`src/rtl/burst_len_fifo.sv`:
```
// Synchronous FIFO of outstanding burst lengths; head is presented combinationally.
module burst_len_fifo #(
  parameter int unsigned WIDTH = 8,
  parameter int unsigned DEPTH = 8
) (
  input  logic                       clk,
  input  logic                       rst,
  input  logic                       i_clr,
  input  logic                       i_push,
  input  logic                       i_pop,
  input  logic [WIDTH-1:0]           i_din,
  output logic [WIDTH-1:0]           o_dout,
  output logic [$clog2(DEPTH):0]     o_count,
  output logic                       o_full,
  output logic                       o_empty
);
  localparam int unsigned PTR_W = $clog2(DEPTH);
  localparam int unsigned CNT_W = PTR_W + 1;

  logic [WIDTH-1:0] r_mem [DEPTH];
  logic [PTR_W-1:0] r_wr_ptr;
  logic [PTR_W-1:0] r_rd_ptr;
  logic [CNT_W-1:0] r_count;

  // Storage carries no reset; validity is tracked by the pointers and count.
  always_ff @(posedge clk) begin
    if (i_push) r_mem[r_wr_ptr] <= i_din;
  end

  always_ff @(posedge clk or posedge rst) begin
    if (rst) begin
      r_wr_ptr <= '0;
      r_rd_ptr <= '0;
      r_count  <= '0;
    end else if (i_clr) begin
      r_wr_ptr <= '0;
      r_rd_ptr <= '0;
      r_count  <= '0;
    end else begin
      if (i_push) r_wr_ptr <= r_wr_ptr + PTR_W'(1);
      if (i_pop)  r_rd_ptr <= r_rd_ptr + PTR_W'(1);
      case ({i_push, i_pop})
        2'b10:   r_count <= r_count + CNT_W'(1);
        2'b01:   r_count <= r_count - CNT_W'(1);
        default: r_count <= r_count;
      endcase
    end
  end

  assign o_dout  = r_mem[r_rd_ptr];
  assign o_count = r_count;
  assign o_full  = (r_count == CNT_W'(DEPTH));
  assign o_empty = (r_count == '0);
endmodule

```
`config.mk`:
```
export PLATFORM = sky130hd
export DESIGN_NAME = burst_len_fifo
export DESIGN_NICKNAME = d
export VERILOG_FILES = /design/src/rtl/burst_len_fifo.sv
export SDC_FILE = /design/constraint.sdc
export NUM_CORES = 1
export LEC_CHECK = 0
export ABC_AREA = 1
export CORE_UTILIZATION = 50
export DETAILED_ROUTE_END_ITERATION = 12
export PLACE_DENSITY = 0.76
export REMOVE_ABC_BUFFERS = 1
export SLEW_MARGIN = 20
export SYNTH_ARGS = -nofsm -noshare
export SYNTH_HDL_FRONTEND = slang
export SYNTH_SLANG_ARGS = --single-unit
```
`constraint.sdc`:
```
create_clock -name clk -period 3.85 [get_ports clk]
set_input_delay 1.155 -clock clk [delete_from_list [all_inputs] [get_ports clk]]
set_output_delay 1.155 -clock clk [all_outputs]
set_load 0.01 [all_outputs]
```
After elaboration in Yosys (flattened, before gate mapping)

Memories as Yosys holds them, arrays and structs flattened.
Index checks and enable logic that the tools add are counted.

Flip-flop bits (word level): 10
Bits in writable memories: 64
Output and inout bits: 14
Word-level logic and storage cells: 23
Memories: 1

Memories:

| name  | depth | bits a word | read ports | clocked after Yosys merged registers in | write ports | RTL line | text |
|---|---|---|---|---|---|---|---|
| r_mem | 8     | 8           | 1          | 0                                       | 1           | 20       | `logic [WIDTH-1:0] r_mem [DEPTH];` |

Add/subtract/negate cells: 4
Equal/unequal tests: 3
Mux-type cells: 8
Reductions and logical operators: 4

Operators by type and width:

| kind                                             | number |
|---|---|
| two-way mux 3 bit                                | 4 |
| one-hot mux 4 bit (2 select lines)               | 1 |
| adder 3 x 1 -> 3 bit, second input constant      | 2 |
| adder 4 x 1 -> 4 bit, second input constant      | 1 |
| == test 4 bit, second input constant             | 1 |
| logical NOT 4 bit                                | 1 |
| two-way mux 4 bit                                | 1 |
| nonzero test 2 bit                               | 2 |
| subtractor 4 x 1 -> 4 bit, second input constant | 1 |
| nonzero test 3 bit                               | 1 |
| == test 2 x 1 -> 1 bit, second input constant    | 1 |
| == test 2 bit, second input constant             | 1 |
| two-way mux 1 bit                                | 2 |

Depth between registers and ports, before layout

Depth in word-level cells: 3
Gate-level depth with buffers: 11

Worst setup path after synthesis

No wires, ideal clock.

Path type: register -> output
From: register r_rd_ptr[0]
To: output port o_dout[0]
Arrival time: 1,037 ps
Data required time: 2,695 ps
Path slack: 1,658 ps
Cell stages (with the launch flop): 7
Path through: dfrtp_1 inv_2 buf_2 nor2_1 o21ai_1 nand2_1 nand2_1

Cells in the longest elaborated chain, start to end: 1

Ends and longest elaborated chain:

| what                   | RTL line | text |
|---|---|---|
| start, declared        | 22       | `logic [PTR_W-1:0] r_rd_ptr;` |
| start signal, assigned | 41       | `if (i_pop) r_rd_ptr <= r_rd_ptr + PTR_W'(1);` |
| memory (8 x 8 bit)     | -        |  |
| end, declared          | 12       | `output logic [WIDTH-1:0] o_dout,` |

Every way passes these cells.

Worst setup path in the final report

From: register r_rd_ptr[2]
To: output port o_dout[4]

The elaborated chain is that of the path after synthesis.

==> results.toml <==
[synthesis]
synthFlopType = "edfxtp_1"
netlist_instances = 288
async_flop_share_pct = 13.5
ys_seq_area_share_pct = 68.8
ys_types = 23
yosysTopAreaCell = "edfxtp_1"
avgSynthCellArea_um2 = 11.0
syn_area_mm2 = 0.00316
yosysMostFrequentCell = "edfxtp_1"
ys_ff_latch = 74
ys_top_cells_by_count = "edfxtp_1, nor2_1, nand2_1, o21ai_0, o21ai_1"
synth_top_area_share_pct = 60.9
synth_area_leaders = "edfxtp_1, dfrtp_1, nor2_1"
yosysWarnings = 0
synth_edf_count = 64

[critical_path]
required_ns = 2.69
cp-end-kind = "output pin"
cp_data_arrival_time_ns = 2.13
worstPathMaxFanout = 10
worstSetupPathType = "flop to output pin"
cp-start-kind = "flop"

[final_layout]
postLayoutCoreUtil_pct = 61.4
drive_gt1_share_pct = 9.12
final_nets = 342
antenna_cells = 0
final_cell_area_mm2 = 0.00368
syn_to_final_growth_pct = 16.5

[routing]
num_vias = 2144
avgViaCountPerCell = 5.31
drt_first_pass_iters = 4
drtAntennaViolNets = 0
post-route-drc-count = 0
wire_per_inst_um = 15.0
drt_iter0_drc = 173
wirelength_um = 6060

[clock_network]
cts_tree = "done"
clockBufferDepth = 2
h-tree-depth = 3
cts_setup_buffers = 0
cts_root_buf = "clkbuf_8"
cts_resized = 0
cts_hold_buffers = 0
cts_buffers = 9
clkTransAtPathRegs_ns = 0.07
clk_latency_ns = 0.33
cts.sinks = 74

[sta]
tns_ns = 0
worstMarginPinSlew_ns = 0.565
fin_crit_ns = 3.29
setup_viol = 0
timing.final.crit_share_pct = 85.4
hold_viol = 0
max_freq_mhz = 304
finalClockSkew_ns = 0.00521
rsz0062_at_grt = "false"
maxSlewHeadroom_pct = 62.3
slew_violations = 0

[global_routing]
grtUsageTotal_pct = 20.4
grt_pass1_vias = 1970
grt_pass1_wl_um = 9600
antenna_found_initial = 0
overflow = 0
grt_max_degree = 35

[placed_design]
dp_hpwl_um = 3750
io_buffers = 26
dpl-instance-area_mm2 = 0.00353
place_congestion = 0.734

[hold_path]
hp-class = "flop to flop"

[floorplan]
core-area_mm2 = 0.00599
die_w_um = 81.5
die-area_mm2 = 0.00664
num_io_pins = 27
start_util_pct = 52.7
die_h_um = 81.5
rows = 28

[outcome]
status = "finished clean"

[power]
peakVddDrop_v = 0.000332
p_total_w = 0.00165
p_leak_nw = 1.40
powerDensity_mw_per_mm2 = 448

[flow_run]
drv_cap = 0
[stage by stage]
stage	hold WS (ns)	cells	worst slack, ns
detailed placement	0.555	389	0.940
global placement	0.552	389	0.969
finish	0.561	404	0.564
floorplan	0.528	278	1.18
global route	0.600	404	0.378
CTS	0.564	404	0.572
[cell type report]
class                           count  area (um2)
Clock buffer                       11         131
Clock inverter                      4        20.0
Fill cell                         453        2310
Inverter                           20        75.1
Multi-Input combinational cell    184         840
Sequential cell                    74        2170
Tap cell                           75        93.8
Timing Repair Buffer               36         348
[cells by family after synthesis]
logic type / count (synthesis) / share of synthesized area [%]
flops: 74 / 68.8
fa+ha+maj: 4 / 1.58
simple gates: 120 / 15.1
xor+xnor: 1 / 0.277
compound gates: 59 / 9.67
buf+inv: 30 / 4.64
[worst max-delay path, stage by stage (launching register included)]
cell	delay [ns]
dfrtp_1	0.61
clkinv_1	0.46
nand2_1	0.17
nand2_1	0.08
clkdlybuf4s50_1	0.48
[final timing paths]
path | from | to | slack [ns] | cells after the start
setup reg to reg | r_rd_ptr[2]$_DFFE_PP0P_ | r_rd_ptr[2]$_DFFE_PP0P_ | 2.32 | 3
min in group asynchronous | rst | o_count[3]$_DFFE_PP0P_ | 1.10 | 2
max in group asynchronous | rst | r_rd_ptr[2]$_DFFE_PP0P_ | 2.47 | 2
hold reg to reg | r_wr_ptr[0]$_DFFE_PP0P_ | r_wr_ptr[0]$_DFFE_PP0P_ | 0.56 | 2
hold / removal | r_wr_ptr[0]$_DFFE_PP0P_ | r_wr_ptr[0]$_DFFE_PP0P_ | 0.56 | 2
setup / recovery | r_rd_ptr[2]$_DFFE_PP0P_ | o_dout[4] | 0.56 | 4
[state kept, by name, summed over array words and instances (netlist names)]
name and count:
r_wr_ptr 3, r_mem 64, r_rd_ptr 3, o_count 4
[power by group]
group / total (W) / leakage (nW) / switching (W) / internal, W
logic: 0.000251 / 0.612 / 0.000137 / 0.000114
registers: 0.000923 / 0.713 / 0.0000229 / 0.000900
clock network: 0.000476 / 0.0743 / 0.000251 / 0.000225
total: 0.00165 / 1.40 / 0.000411 / 0.00124
[routing by layer]
metal	up-vias	track usage [%]	share of wire [%]
met5	-	0	0
met4	0	9.82	0.91
met3	4	5.22	6.1
met2	71	31.6	50
met1	1015	26.9	43
li1	1054	-	-
[cell usage in the layout, fill, tap and decap left out]
cell type and instances:
dfrtp_1 10, o21ai_0 29, a211oi_1 1, buf_4 9, clkdlybuf4s50_1 26, o21ai_2 2
clkbuf_8 9, nand2_1 50, buf_12 1, nand3_1 5, nor2_1 59, edfxtp_1 64
inv_2 4, ha_1 4, clkinv_2 1, clkinv_1 3, inv_1 15, clkinvlp_4 1
clkbuf_1 2, nor2_2 1, o21ai_1 24, nand2_2 1, nand4_1 1, nor4_1 2
a21oi_1 3, xnor2_1 1, nand3_2 1
No activity file was read; power rests on OpenSTA's default activity.
